**config.mk**
```make
export PLATFORM = sky130hd
export DESIGN_NAME = vscale_regmap
export DESIGN_NICKNAME = d
export VERILOG_FILES = /design/src/rtl/vscale_regmap.sv
export SDC_FILE = /design/constraint.sdc
export NUM_CORES = 1
export LEC_CHECK = 0
export CORE_MARGIN = 2
export CORE_UTILIZATION = 50
export DETAILED_ROUTE_END_ITERATION = 8
export PLACE_DENSITY = 0.8
export SLEW_MARGIN = 10
export SYNTH_ARGS = -nofsm -noshare
export SYNTH_HDL_FRONTEND = slang
export SYNTH_SLANG_ARGS = --single-unit
```
**constraint.sdc**
```tcl
create_clock -name clk_i -period 17.7 [get_ports clk_i]
set_input_delay 1.77 -clock clk_i [delete_from_list [all_inputs] [get_ports clk_i]]
set_output_delay 1.77 -clock clk_i [all_outputs]
set_load 0.02 [all_outputs]
```
**src/rtl/vscale_regmap.sv**
```systemverilog
// Memory-mapped peripheral block: GPIO, 64-bit machine timer with compare interrupt,
// and a transmit-only 8N1 UART fed by a small FIFO. Read data is registered.
module vscale_regmap #(
    parameter int          FIFO_DEPTH     = 4,
    parameter logic [15:0] UART_DIV_RESET = 16'd868,
    parameter int          GPIO_WIDTH     = 32
) (
    input  logic                  clk_i,
    input  logic                  reset_n,
    input  logic                  reg_wen,
    input  logic [13:0]           reg_waddr,
    input  logic [31:0]           reg_wdata,
    input  logic                  reg_ren,
    input  logic [13:0]           reg_raddr,
    output logic [31:0]           reg_rdata,
    output logic [GPIO_WIDTH-1:0] gpio_o,
    input  logic [GPIO_WIDTH-1:0] gpio_i,
    output logic                  uart_tx_o,
    output logic                  timer_irq_o
);

    localparam int            AW      = (FIFO_DEPTH > 1) ? $clog2(FIFO_DEPTH) : 1;
    localparam logic [AW:0]   DEPTH_C = (AW+1)'(FIFO_DEPTH);
    localparam logic [AW:0]   CNT_ONE = (AW+1)'(1);
    localparam logic [AW-1:0] PTR_ONE = AW'(1);

    localparam logic [13:0] A_GPIO_OUT = 14'h000;
    localparam logic [13:0] A_GPIO_IN  = 14'h001;
    localparam logic [13:0] A_MT_LO    = 14'h002;
    localparam logic [13:0] A_MT_HI    = 14'h003;
    localparam logic [13:0] A_CMP_LO   = 14'h004;
    localparam logic [13:0] A_CMP_HI   = 14'h005;
    localparam logic [13:0] A_TCTRL    = 14'h006;
    localparam logic [13:0] A_UART_TX  = 14'h008;
    localparam logic [13:0] A_UART_ST  = 14'h009;
    localparam logic [13:0] A_UART_DIV = 14'h00A;

    typedef enum logic [1:0] {
        S_IDLE  = 2'd0,
        S_START = 2'd1,
        S_DATA  = 2'd2,
        S_STOP  = 2'd3
    } uart_state_e;

    logic [1:0]            rst_sync_q;
    logic                  rst_n;
    logic [GPIO_WIDTH-1:0] gpio_q, gpio_d, gin_s1_q, gin_s2_q;
    logic [63:0]           mtime_q, mtime_d, cmp_q, cmp_d;
    logic                  en_q, en_d, ie_q, ie_d, irq_q, irq_d;
    logic [15:0]           div_q, div_d, div_eff_s;
    logic [31:0]           rdata_q, rdata_d;
    logic [7:0]            fifo_q [FIFO_DEPTH];
    logic [AW-1:0]         wptr_q, rptr_q;
    logic [AW:0]           count_q, count_d;
    logic                  ovf_q, ovf_d;
    uart_state_e           state_q, state_d;
    logic [15:0]           bitcnt_q, bitcnt_d, divlat_q, divlat_d;
    logic [2:0]            bitidx_q, bitidx_d;
    logic [7:0]            shift_q, shift_d;
    logic                  tx_q, tx_d;
    logic                  wr_gpio_s, wr_mtlo_s, wr_mthi_s, wr_cmplo_s, wr_cmphi_s;
    logic                  wr_tctrl_s, wr_tx_s, wr_stat_s, wr_div_s;
    logic                  full_s, empty_s, pop_s, push_ok_s;

    // Reset asserts asynchronously but releases two clock edges later
    always_ff @(posedge clk_i or negedge reset_n) begin
        if (!reset_n) rst_sync_q <= 2'b00;
        else          rst_sync_q <= {rst_sync_q[0], 1'b1};
    end
    assign rst_n = rst_sync_q[1];

    assign wr_gpio_s  = reg_wen && (reg_waddr == A_GPIO_OUT);
    assign wr_mtlo_s  = reg_wen && (reg_waddr == A_MT_LO);
    assign wr_mthi_s  = reg_wen && (reg_waddr == A_MT_HI);
    assign wr_cmplo_s = reg_wen && (reg_waddr == A_CMP_LO);
    assign wr_cmphi_s = reg_wen && (reg_waddr == A_CMP_HI);
    assign wr_tctrl_s = reg_wen && (reg_waddr == A_TCTRL);
    assign wr_tx_s    = reg_wen && (reg_waddr == A_UART_TX);
    assign wr_stat_s  = reg_wen && (reg_waddr == A_UART_ST);
    assign wr_div_s   = reg_wen && (reg_waddr == A_UART_DIV);

    assign full_s    = (count_q == DEPTH_C);
    assign empty_s   = (count_q == '0);
    assign pop_s     = (state_q == S_IDLE) && !empty_s;
    assign push_ok_s = wr_tx_s && (!full_s || pop_s);
    assign div_eff_s = (div_q == 16'd0) ? 16'd1 : div_q;

    always_comb begin
        gpio_d = wr_gpio_s ? reg_wdata[GPIO_WIDTH-1:0] : gpio_q;
        div_d  = wr_div_s ? reg_wdata[15:0] : div_q;
        if (wr_mtlo_s)      mtime_d = {mtime_q[63:32], reg_wdata};
        else if (wr_mthi_s) mtime_d = {reg_wdata, mtime_q[31:0]};
        else if (en_q)      mtime_d = mtime_q + 64'd1;
        else                mtime_d = mtime_q;
        if (wr_cmplo_s)      cmp_d = {cmp_q[63:32], reg_wdata};
        else if (wr_cmphi_s) cmp_d = {reg_wdata, cmp_q[31:0]};
        else                 cmp_d = cmp_q;
        if (wr_tctrl_s) begin
            en_d = reg_wdata[0];
            ie_d = reg_wdata[1];
        end else begin
            en_d = en_q;
            ie_d = ie_q;
        end
        // Compare on next-state values so the registered irq tracks the registers exactly
        irq_d = ie_d && (mtime_d >= cmp_d);
        if (push_ok_s && !pop_s)      count_d = count_q + CNT_ONE;
        else if (!push_ok_s && pop_s) count_d = count_q - CNT_ONE;
        else                          count_d = count_q;
        if (wr_tx_s && !push_ok_s)            ovf_d = 1'b1;
        else if (wr_stat_s && reg_wdata[3])   ovf_d = 1'b0;
        else                                  ovf_d = ovf_q;
    end

    always_comb begin
        rdata_d = rdata_q;
        if (reg_ren) begin
            case (reg_raddr)
                A_GPIO_OUT: rdata_d = 32'(gpio_q);
                A_GPIO_IN:  rdata_d = 32'(gin_s2_q);
                A_MT_LO:    rdata_d = mtime_q[31:0];
                A_MT_HI:    rdata_d = mtime_q[63:32];
                A_CMP_LO:   rdata_d = cmp_q[31:0];
                A_CMP_HI:   rdata_d = cmp_q[63:32];
                A_TCTRL:    rdata_d = {30'd0, ie_q, en_q};
                A_UART_ST:  rdata_d = {24'd0, 4'(count_q), ovf_q, empty_s, full_s,
                                       (state_q != S_IDLE)};
                A_UART_DIV: rdata_d = {16'd0, div_q};
                default:    rdata_d = 32'd0;
            endcase
        end else begin
            rdata_d = rdata_q;
        end
    end

    always_comb begin
        state_d  = state_q;
        bitcnt_d = bitcnt_q;
        bitidx_d = bitidx_q;
        shift_d  = shift_q;
        divlat_d = divlat_q;
        tx_d     = 1'b1;
        case (state_q)
            S_IDLE: begin
                if (pop_s) begin
                    state_d  = S_START;
                    shift_d  = fifo_q[rptr_q];
                    divlat_d = div_eff_s;
                    bitcnt_d = div_eff_s - 16'd1;
                end else begin
                    state_d = S_IDLE;
                end
            end
            S_START: begin
                tx_d = 1'b0;
                if (bitcnt_q == 16'd0) begin
                    state_d  = S_DATA;
                    bitcnt_d = divlat_q - 16'd1;
                    bitidx_d = 3'd0;
                end else begin
                    bitcnt_d = bitcnt_q - 16'd1;
                end
            end
            S_DATA: begin
                tx_d = shift_q[0];
                if (bitcnt_q == 16'd0) begin
                    bitcnt_d = divlat_q - 16'd1;
                    shift_d  = {1'b0, shift_q[7:1]};
                    if (bitidx_q == 3'd7) state_d  = S_STOP;
                    else                  bitidx_d = bitidx_q + 3'd1;
                end else begin
                    bitcnt_d = bitcnt_q - 16'd1;
                end
            end
            S_STOP: begin
                tx_d = 1'b1;
                if (bitcnt_q == 16'd0) state_d  = S_IDLE;
                else                   bitcnt_d = bitcnt_q - 16'd1;
            end
            default: state_d = S_IDLE;
        endcase
    end

    always_ff @(posedge clk_i or negedge rst_n) begin
        if (!rst_n) begin
            gpio_q   <= '0;
            gin_s1_q <= '0;
            gin_s2_q <= '0;
            mtime_q  <= 64'd0;
            cmp_q    <= {64{1'b1}};
            en_q     <= 1'b0;
            ie_q     <= 1'b0;
            irq_q    <= 1'b0;
            div_q    <= UART_DIV_RESET;
            rdata_q  <= 32'd0;
        end else begin
            gpio_q   <= gpio_d;
            gin_s1_q <= gpio_i;
            gin_s2_q <= gin_s1_q;
            mtime_q  <= mtime_d;
            cmp_q    <= cmp_d;
            en_q     <= en_d;
            ie_q     <= ie_d;
            irq_q    <= irq_d;
            div_q    <= div_d;
            rdata_q  <= rdata_d;
        end
    end

    // FIFO storage and UART transmitter; the TX line is driven from the registered state
    always_ff @(posedge clk_i or negedge rst_n) begin
        if (!rst_n) begin
            for (int i = 0; i < FIFO_DEPTH; i++) fifo_q[i] <= 8'd0;
            wptr_q   <= '0;
            rptr_q   <= '0;
            count_q  <= '0;
            ovf_q    <= 1'b0;
            state_q  <= S_IDLE;
            bitcnt_q <= 16'd0;
            bitidx_q <= 3'd0;
            shift_q  <= 8'd0;
            divlat_q <= 16'd1;
            tx_q     <= 1'b1;
        end else begin
            if (push_ok_s) begin
                fifo_q[wptr_q] <= reg_wdata[7:0];
                wptr_q         <= wptr_q + PTR_ONE;
            end
            if (pop_s) rptr_q <= rptr_q + PTR_ONE;
            count_q  <= count_d;
            ovf_q    <= ovf_d;
            state_q  <= state_d;
            bitcnt_q <= bitcnt_d;
            bitidx_q <= bitidx_d;
            shift_q  <= shift_d;
            divlat_q <= divlat_d;
            tx_q     <= tx_d;
        end
    end

    assign reg_rdata   = rdata_q;
    assign gpio_o      = gpio_q;
    assign uart_tx_o   = tx_q;
    assign timer_irq_o = irq_q;

endmodule
```
==> results.rst, run 1 <==
.. list-table::
   :header-rows: 1

   * - Metric
     - Value
   * - Outcome
     - complete, no violations
   * - Worst Path Class, Setup
     - in -> reg
   * - Sequential share of the synthesized area
     - 47.6%
   * - CTS tree
     - built
   * - Unrepaired setup endpoints after global routing
     - false
   * - CTS HTree Levels
     - 2
   * - Clock share of power
     - 36.6%
   * - Worst path cell trace
     - clkdlybuf4s50_1, nor4b_1, and4_1, nand2_1, o21a_1, ha_1, nand3_1, nor4_1, nand4_1, nor2_1, o311a_1, o31a_1
   * - Startpoint type of the worst setup path
     - primary input
   * - Critical path fanouts, max
     - 20
   * - Floorplan row count
     - 71
   * - Global routing's busiest layer
     - met2
   * - Die Width
     - 200 um
   * - Async set-or-reset flop fraction in the synthesized netlist
     - 100%
   * - Final core area utilization
     - 60.0%
   * - Core outline area
     - 37,800 um2
   * - Cell variety after synth
     - 86
   * - Number of buffers inserted by port buffering
     - 161
   * - Reg2reg path depth
     - 13
   * - Overall die height
     - 200 um
   * - Netlist area before placement
     - 19,300 um2
   * - Routed Wire Length
     - 60.1 mm
   * - Setup TNS after final layout
     - 0 ns
   * - DRC marker count from the first detailed-route iteration
     - 1,556
   * - Slew of the pin with the lowest slew margin
     - 1.22 ns
   * - Sequential share of power
     - 42.9%
   * - Clock buffer depth
     - 3
   * - N_diodes
     - 0
   * - Buf/Inv on CP
     - 1
   * - Warning count from the yosys run
     - 0
   * - Top Ports
     - 162
   * - Via-per-instance ratio
     - 6.36
   * - Switching power total
     - 0.684 mW
   * - Final setup violation count
     - 0
   * - Total half-perimeter wirelength after legalization and detailed placement
     - 42.7 mm
   * - Clock latency on the worst-skew pair
     - 0.57 ns
   * - Post-Place Cell Area
     - 21,400 um2
   * - Max Cap Violations
     - 0
   * - Reg-to-Reg Start
     - mtime_q[3]$_DFF_PN0_
   * - Worst reg-to-reg setup slack
     - 12.77 ns
   * - Number of register bits inferred by synthesis
     - 363
   * - Hold path cells
     - 0
   * - CTS buffer count
     - 40
   * - Slack of the critical path
     - 11.16 ns
   * - Fin. max-slew vios
     - 0
   * - Max IR drop VDD
     - 0.0734 mV
   * - Startpoint of the lowest-slack hold path
     - gin_s1_q[31]$_DFF_PN0_
   * - # fillers
     - 3,093
   * - Combinational share of power
     - 20.5%
   * - Placement Setup Slack
     - 10.87 ns
   * - Initial antenna violation count
     - 0
   * - Post-CTS setup repair buffer count
     - 0
   * - Crit path launch
     - reg_waddr[5]
   * - Headroom to the max-slew limit
     - 18.0%
   * - GR Overflow Total
     - 0
   * - Clk_skew
     - 0.0187 ns
   * - Required time of the critical path
     - 18.21 ns
   * - Global-route usage over all layers
     - 30.2%
   * - Main synth FF type
     - sky130_fd_sc_hd__dfrtp_1
   * - Delay contributed by the slowest stage of the critical path
     - 0.92 ns
   * - Cells after Synth
     - 1,865
   * - Number of buffers inserted by hold repair at cts
     - 0
   * - Die ar.
     - 40,100 um2
   * - Final standard cell area without fillers
     - 22,600 um2
   * - Detail Route Antenna Nets
     - 0
   * - Met3 GRT Util
     - 5.34%
   * - TritonRoute pass-1 iters
     - 6
   * - Period utilisation layout
     - 36.9%
   * - Layout area overhead
     - 17.6%
   * - Hold EP
     - gin_s2_q[31]$_DFF_PN0_
   * - Remaining routing DRC violations
     - 0
   * - Routability-driven placement congestion ratio
     - 0.970
   * - Met2 Track Usage GR
     - 49.2%
   * - Kind of end point of the critical path
     - register
   * - Met1 demand-to-capacity share in global routing
     - 39.9%
   * - Cell family with most CP delay
     - simple AND/OR/NAND/NOR gates
   * - Switching portion of total power
     - 30.6%
   * - Nets@finish
     - 2,164
   * - Effective utilization at floorplan
     - 51.0%
   * - Int Pwr
     - 1.55 mW
   * - Pwr dens
     - 98.8 nW/um2
   * - Average size of a mapped cell
     - 10.3 um2
   * - Number of hold violations in the final report
     - 0
   * - Via count of the routed design
     - 16,100
   * - Clock sink total
     - 363
   * - Net count after synthesis
     - 2,041
   * - Buffer type at the clock tree root
     - sky130_fd_sc_hd__clkbuf_16
   * - Number of cells upsized or downsized after cts
     - 0
   * - Share of post-route cells with drive strength above 1
     - 15.8%
   * - Clk slew on worst S/H paths
     - 0.06 ns
   * - Maximum number of pins on one net before global-route repair
     - 81
   * - Capture point of the worst reg-to-reg path
     - timer_irq_o$_DFF_PN0_
   * - Lkg Pwr
     - 9.36 nW
   * - Number of global-route vias before repair
     - 16,400
   * - Cell with the largest stage delay on the worst path
     - sky130_fd_sc_hd__nor4b_1
   * - First-pass GRT wire length
     - 95.1 mm
   * - Min Tclk post-route
     - 6.54 ns
   * - EDFF count, synth
     - 0
   * - WL/cell
     - 23.8 um
   * - Arrival time at the worst endpoint
     - 7.05 ns
   * - Path type of the worst min-delay path
     - reg -> reg
   * - Fmax achieved
     - 153 MHz
## cell type report
cell class                      count  area, um2  share of cell area, %
Clock buffer                       62       1140                   5.06
Clock inverter                     11        120                  0.531
Inverter                           92        345                   1.53
Multi-Input combinational cell   1305       9420                   41.6
Sequential cell                   363       9180                   40.5
Tap cell                          511        639                   2.82
Timing Repair Buffer              186       1790                   7.93
## power groups by stage
stage	clock network [mW]	logic [mW]	registers, mW
2_1_floorplan	0	0.317	0.960
3_3_place_gp	0	0.435	0.969
3_5_place_dp	0	0.448	0.971
4_1_cts	0.830	0.451	0.958
5_1_grt	0.866	0.503	0.969
6_report	0.819	0.457	0.960
## routing by layer
layer	vias to the layer above	wire length, um
met4	0	2330
met1	7995	24500
met5	-	0
li1	7152	-
met2	801	28600
met3	146	4710
## cell usage after synthesis, types with 6 or more instances
| library cell | number | area share [%] |
|---|---|---|
| sky130_fd_sc_hd__nand3_1 | 42 | 1.1 |
| sky130_fd_sc_hd__ha_1 | 79 | 5.1 |
| sky130_fd_sc_hd__a211oi_1 | 11 | 0.43 |
| sky130_fd_sc_hd__o22ai_1 | 20 | 0.65 |
| sky130_fd_sc_hd__and2_1 | 8 | 0.26 |
| sky130_fd_sc_hd__mux4_2 | 8 | 0.94 |
| sky130_fd_sc_hd__a221oi_1 | 7 | 0.32 |
| sky130_fd_sc_hd__or4_1 | 14 | 0.55 |
| sky130_fd_sc_hd__a31oi_1 | 48 | 1.6 |
| sky130_fd_sc_hd__nor2_1 | 133 | 2.6 |
| sky130_fd_sc_hd__clkbuf_1 | 86 | 1.7 |
| sky130_fd_sc_hd__nand2b_1 | 17 | 0.55 |
| sky130_fd_sc_hd__buf_1 | 7 | 0.14 |
| sky130_fd_sc_hd__dfstp_2 | 71 | 9.7 |
| sky130_fd_sc_hd__o31a_1 | 6 | 0.27 |
| sky130_fd_sc_hd__nor2b_1 | 8 | 0.26 |
| sky130_fd_sc_hd__nor4b_1 | 6 | 0.27 |
| sky130_fd_sc_hd__and3b_1 | 6 | 0.27 |
| sky130_fd_sc_hd__and3_1 | 13 | 0.42 |
| sky130_fd_sc_hd__xnor2_1 | 35 | 1.6 |
| sky130_fd_sc_hd__buf_2 | 10 | 0.26 |
| sky130_fd_sc_hd__or3_1 | 17 | 0.55 |
| sky130_fd_sc_hd__o21ai_0 | 92 | 2.4 |
| sky130_fd_sc_hd__nand4_1 | 33 | 1.1 |
| sky130_fd_sc_hd__nor4_1 | 30 | 0.97 |
| sky130_fd_sc_hd__dfrtp_1 | 292 | 38 |
| sky130_fd_sc_hd__nand2_1 | 147 | 2.9 |
| sky130_fd_sc_hd__and4_1 | 13 | 0.59 |
| sky130_fd_sc_hd__a21o_1 | 13 | 0.51 |
| sky130_fd_sc_hd__a222oi_1 | 17 | 0.88 |
| sky130_fd_sc_hd__mux2_2 | 126 | 7.4 |
| sky130_fd_sc_hd__o311ai_0 | 6 | 0.27 |
| sky130_fd_sc_hd__a22oi_1 | 53 | 2.1 |
| sky130_fd_sc_hd__nor3b_1 | 6 | 0.23 |
| sky130_fd_sc_hd__mux2i_1 | 52 | 2.7 |
| sky130_fd_sc_hd__inv_1 | 92 | 1.8 |
| sky130_fd_sc_hd__o211ai_1 | 8 | 0.31 |
| sky130_fd_sc_hd__xor2_1 | 24 | 1.1 |
| sky130_fd_sc_hd__o31ai_1 | 10 | 0.39 |
| sky130_fd_sc_hd__o21a_1 | 7 | 0.27 |
| sky130_fd_sc_hd__a21oi_1 | 69 | 1.8 |
| sky130_fd_sc_hd__nor3_1 | 40 | 1.0 |
## through the flow
stage / hold slack, ns / cells / power, mW
floorplan: 0.331 / 1865 / 1.28
global placement: 0.331 / 2457 / 1.40
detailed placement: 0.335 / 2457 / 1.42
CTS: 0.344 / 2530 / 2.24
global route: 0.350 / 2530 / 2.34
finish: 0.343 / 2530 / 2.24
## worst max-delay path by stage
stage,slack (ns),cells after the start,end
final,11.16,12,timer_irq_o$_DFF_PN0_
after global routing,11.02,12,timer_irq_o$_DFF_PN0_
after CTS,11.46,12,timer_irq_o$_DFF_PN0_
after detailed placement,10.87,12,timer_irq_o$_DFF_PN0_
after global placement,11.00,12,timer_irq_o$_DFF_PN0_
after floorplan,6.96,0,bitcnt_q[0]$_DFFE_PN0P_
## worst register-to-register path: stages (launching register included)
cell and delay (ns):
sky130_fd_sc_hd__dfrtp_1 0.45, sky130_fd_sc_hd__and3_1 0.31, sky130_fd_sc_hd__nand3_2 0.33, sky130_fd_sc_hd__nor4_1 0.81
sky130_fd_sc_hd__nand3_1 0.37, sky130_fd_sc_hd__or4_1 0.59, sky130_fd_sc_hd__a31oi_1 0.28, sky130_fd_sc_hd__ha_1 0.22
sky130_fd_sc_hd__nand3_1 0.11, sky130_fd_sc_hd__nor4_1 0.67, sky130_fd_sc_hd__nand4_1 0.22, sky130_fd_sc_hd__nor2_1 0.19
sky130_fd_sc_hd__o311a_1 0.18, sky130_fd_sc_hd__o31a_1 0.13
## flip-flops by register name (all words and copies together), names as in the netlist, 2 cells and up
signal	cells
bitcnt_q	16
cmp_q	64
mtime_q	64
divlat_q	16
gin_s1_q	32
rst_sync_q	2
div_q	16
fifo_q	32
reg_rdata	32
wptr_q	2
bitidx_q	3
gpio_o	32
count_q	3
shift_q	8
gin_s2_q	32
rptr_q	2
state_q	2
## layout by cell type (no fill, tap or decap), types with 27 or more instances in the layout
master	count
sky130_fd_sc_hd__mux2_2	126
sky130_fd_sc_hd__clkbuf_16	41
sky130_fd_sc_hd__a21oi_1	69
sky130_fd_sc_hd__dfstp_2	71
sky130_fd_sc_hd__clkdlybuf4s50_1	160
sky130_fd_sc_hd__mux2i_1	52
sky130_fd_sc_hd__a31oi_1	48
sky130_fd_sc_hd__a22oi_1	53
sky130_fd_sc_hd__nand4_1	33
sky130_fd_sc_hd__nand3_1	42
sky130_fd_sc_hd__o21ai_0	92
sky130_fd_sc_hd__nand2_1	147
sky130_fd_sc_hd__nor3_1	37
sky130_fd_sc_hd__dfrtp_1	291
sky130_fd_sc_hd__xnor2_1	35
sky130_fd_sc_hd__ha_1	79
sky130_fd_sc_hd__inv_1	92
sky130_fd_sc_hd__nor2_1	131
sky130_fd_sc_hd__nor4_1	27
## kinds of logic after synthesis
family | after synthesis | synth area share, %
mux | 186 | 11.0
fa+ha+maj | 80 | 5.24
other cells | 1 | 0.0195
xor+xnor | 59 | 2.68
flops | 363 | 47.6
simple gates | 556 | 14.7
compound gates | 423 | 14.8
buf+inv | 197 | 3.92
No activity file was read; power rests on OpenSTA's default activity.
==> run 2, diff against run 1 <==
--- a/config.mk
+++ b/config.mk
@@ -8,7 +8,7 @@
 export CORE_MARGIN = 2
 export CORE_UTILIZATION = 50
 export DETAILED_ROUTE_END_ITERATION = 8
-export PLACE_DENSITY = 0.8
+export PLACE_DENSITY = 0.83
 export SLEW_MARGIN = 10
 export SYNTH_ARGS = -nofsm -noshare
 export SYNTH_HDL_FRONTEND = slang
==> constraint.sdc (replaced) <==
create_clock -name clk_i -period 5.3 [get_ports clk_i]
set_input_delay 0.53 -clock clk_i [delete_from_list [all_inputs] [get_ports clk_i]]
set_output_delay 0.53 -clock clk_i [all_outputs]
set_load 0.02 [all_outputs]
==> results.rst, run 2 (synthesis results as in run 1) <==
.. list-table::
   :header-rows: 1

   * - Metric
     - Value
   * - Largest registers ranked by flip-flop count
     - cmp_q (64), mtime_q (64) (unchanged)
   * - Clock buffer depth
     - 3 (unchanged)
   * - Slew of the pin with the lowest slew margin
     - 1.25 ns (was 1.22 ns)
   * - TritonRoute pass-1 iters
     - 9 (was 6)
   * - Placement Setup Slack
     - 0.0621 ns (was 10.87 ns)
   * - Most frequent cells in the layout
     - sky130_fd_sc_hd__dfrtp_1, sky130_fd_sc_hd__clkdlybuf4s50_1, sky130_fd_sc_hd__nand2_1, sky130_fd_sc_hd__nor2_1, sky130_fd_sc_hd__mux2_2 (unchanged)
   * - Max IR drop VDD
     - 0.272 mV (was 0.0734 mV)
   * - Effective utilization at floorplan
     - 51.0% (unchanged)
   * - Critical path fanouts, max
     - 6 (was 20)
   * - Final setup violation count
     - 0 (unchanged)
   * - Kind of end point of the critical path
     - register (unchanged)
   * - N_diodes
     - 0 (unchanged)
   * - Slack of the critical path
     - 0.193 ns (was 11.16 ns)
   * - Top Ports
     - 162 (unchanged)
   * - Number of global-route vias before repair
     - 16,600 (was 16,400)
   * - Maximum number of pins on one net before global-route repair
     - 144 (was 81)
   * - Total half-perimeter wirelength after legalization and detailed placement
     - 43.4 mm (was 42.7 mm)
   * - # fillers
     - 3,005 (was 3,093)
   * - Pwr dens
     - 338 nW/um2 (was 98.8 nW/um2)
   * - Nets@finish
     - 2,181 (was 2,164)
   * - Post-CTS setup repair buffer count
     - 0 (unchanged)
   * - Layout area overhead
     - 19.3% (was 17.6%)
   * - Buffer type at the clock tree root
     - sky130_fd_sc_hd__clkbuf_16 (unchanged)
   * - Overall die height
     - 200 um (unchanged)
   * - Detail Route Antenna Nets
     - 0 (unchanged)
   * - Routed Wire Length
     - 60.9 mm (was 60.1 mm)
   * - Lkg Pwr
     - 9.55 nW (was 9.36 nW)
   * - WL/cell
     - 23.9 um (was 23.8 um)
   * - Routability-driven placement congestion ratio
     - 1.02 (was 0.970)
   * - Clk slew on worst S/H paths
     - 0.06 ns (about the same)
   * - Path type of the worst min-delay path
     - in -> async (was reg -> reg)
   * - Outcome
     - complete, no violations (unchanged)
   * - CTS HTree Levels
     - 2 (unchanged)
   * - Unrepaired setup endpoints after global routing
     - false (unchanged)
   * - Global-route usage over all layers
     - 30.1% (was 30.2%)
   * - Required time of the critical path
     - 5.77 ns (was 18.21 ns)
   * - First-pass GRT wire length
     - 95.0 mm (was 95.1 mm)
   * - Share of post-route cells with drive strength above 1
     - 16.8% (was 15.8%)
   * - Floorplan row count
     - 71 (unchanged)
   * - Die ar.
     - 40,100 um2 (unchanged)
   * - Min Tclk post-route
     - 5.11 ns
   * - Startpoint type of the worst setup path
     - register (was primary input)
   * - Clock sink total
     - 363 (unchanged)
   * - GR Overflow Total
     - 0 (unchanged)
   * - Fin. max-slew vios
     - 0 (unchanged)
   * - DRC marker count from the first detailed-route iteration
     - 1,796 (was 1,556)
   * - Fmax achieved
     - 196 MHz
   * - Core outline area
     - 37,800 um2 (unchanged)
   * - Die Width
     - 200 um (unchanged)
   * - Number of cells upsized or downsized after cts
     - 0 (unchanged)
   * - CTS tree
     - built (unchanged)
   * - CTS buffer count
     - 41 (was 40)
   * - Setup TNS after final layout
     - 0 ns (unchanged)
   * - Clock latency on the worst-skew pair
     - 0.58 ns (was 0.57 ns)
   * - Via-per-instance ratio
     - 6.40 (was 6.36)
   * - Period utilisation layout
     - 96.4%
   * - Via count of the routed design
     - 16,300 (was 16,100)
   * - Initial antenna violation count
     - 0 (unchanged)
   * - Worst Path Class, Setup
     - reg -> reg (was in -> reg)
   * - Max Cap Violations
     - 0 (unchanged)
   * - Arrival time at the worst endpoint
     - 5.58 ns (was 7.05 ns)
   * - Clk_skew
     - 0.0366 ns (was 0.0187 ns)
   * - Number of buffers inserted by port buffering
     - 161 (unchanged)
   * - Number of buffers inserted by hold repair at cts
     - 0 (unchanged)
   * - Number of hold violations in the final report
     - 0 (unchanged)
   * - Remaining routing DRC violations
     - 0 (unchanged)
   * - Most frequent standard cell in the layout excluding fill and tap cells
     - sky130_fd_sc_hd__dfrtp_1 (unchanged)
   * - Headroom to the max-slew limit
     - 16.5% (was 18.0%)
## run 2: metrics by stage
| stage | utilization [%] | total power [mW] | hold WS, ns | instance area, um2 | std cells |
|---|---|---|---|---|---|
| CTS | 60.8 | 7.78 | 0.120 | 23000 | 2549 |
| finish | 60.8 | 7.77 | 0.131 | 23000 | 2549 |
| global placement | 57.0 | 4.70 | 0.331 | 21500 | 2473 |
| global route | 60.8 | 8.10 | 0.121 | 23000 | 2549 |
| detailed placement | 57.0 | 4.75 | 0.335 | 21500 | 2473 |
| floorplan | - | 4.26 | 0.234 | 19300 | 1865 |
## run 2: critical path, stage by stage (launching register included)
cell	delay [ns]
sky130_fd_sc_hd__dfrtp_1	0.48
sky130_fd_sc_hd__and3_1	0.30
sky130_fd_sc_hd__nand3_1	0.27
sky130_fd_sc_hd__nor4_1	0.78
sky130_fd_sc_hd__nand3_1	0.40
sky130_fd_sc_hd__or4_1	0.58
sky130_fd_sc_hd__a31oi_1	0.30
sky130_fd_sc_hd__ha_1	0.19
sky130_fd_sc_hd__nand3_1	0.11
sky130_fd_sc_hd__nor4_1	0.71
sky130_fd_sc_hd__nand4_1	0.24
sky130_fd_sc_hd__nor2_1	0.21
sky130_fd_sc_hd__o311a_1	0.20
sky130_fd_sc_hd__o31a_1	0.23
## run 2: cell type report
| type | count | area [um2] | share of cell area [%] |
|---|---|---|---|
| Sequential cell | 363 | 9180 | 39.9 |
| Clock inverter | 9 | 158 | 0.686 |
| Clock buffer | 67 | 1290 | 5.60 |
| Inverter | 92 | 345 | 1.50 |
| Timing Repair Buffer | 202 | 1950 | 8.50 |
| Multi-Input combinational cell | 1305 | 9420 | 41.0 |
| Tap cell | 511 | 639 | 2.78 |
## run 2: layer usage
layer  global-route usage (%)  share of wire [%]
met5                        0                  0
met4                     13.0                4.1
met3                     6.82                9.7
met2                     48.9                 47
met1                     38.8                 40
## run 2: power by group
part / internal [mW] / switching, mW
sequential: 2.98 / 0.222
clock: 1.86 / 1.17
combinational: 0.625 / 0.925
## run 2: final timing paths
check                                   startpoint                       to  slack [ns]  depth (start not counted)
setup reg to reg             mtime_q[15]$_DFF_PN0_    timer_irq_o$_DFF_PN0_        0.19                         13
max in group asynchronous  rst_sync_q[1]$_DFF_PN0_   gin_s2_q[14]$_DFF_PN0_        3.45                          1
hold reg to reg             gin_s1_q[10]$_DFF_PN0_   gin_s2_q[10]$_DFF_PN0_        0.34                          0
hold / removal                             reset_n  rst_sync_q[0]$_DFF_PN0_        0.13                          1
min in group clk_i          gin_s1_q[10]$_DFF_PN0_   gin_s2_q[10]$_DFF_PN0_        0.34                          0
setup / recovery             mtime_q[15]$_DFF_PN0_    timer_irq_o$_DFF_PN0_        0.19                         13
==> run 3, diff against run 2 <==
--- a/config.mk
+++ b/config.mk
@@ -9,6 +9,7 @@
 export CORE_UTILIZATION = 50
 export DETAILED_ROUTE_END_ITERATION = 8
 export PLACE_DENSITY = 0.83
+export SKIP_LAST_GASP = 1
 export SLEW_MARGIN = 10
 export SYNTH_ARGS = -nofsm -noshare
 export SYNTH_HDL_FRONTEND = slang
==> results of run 3 <==
No change in the layout: final DEF, timing and power equal those of run 2.
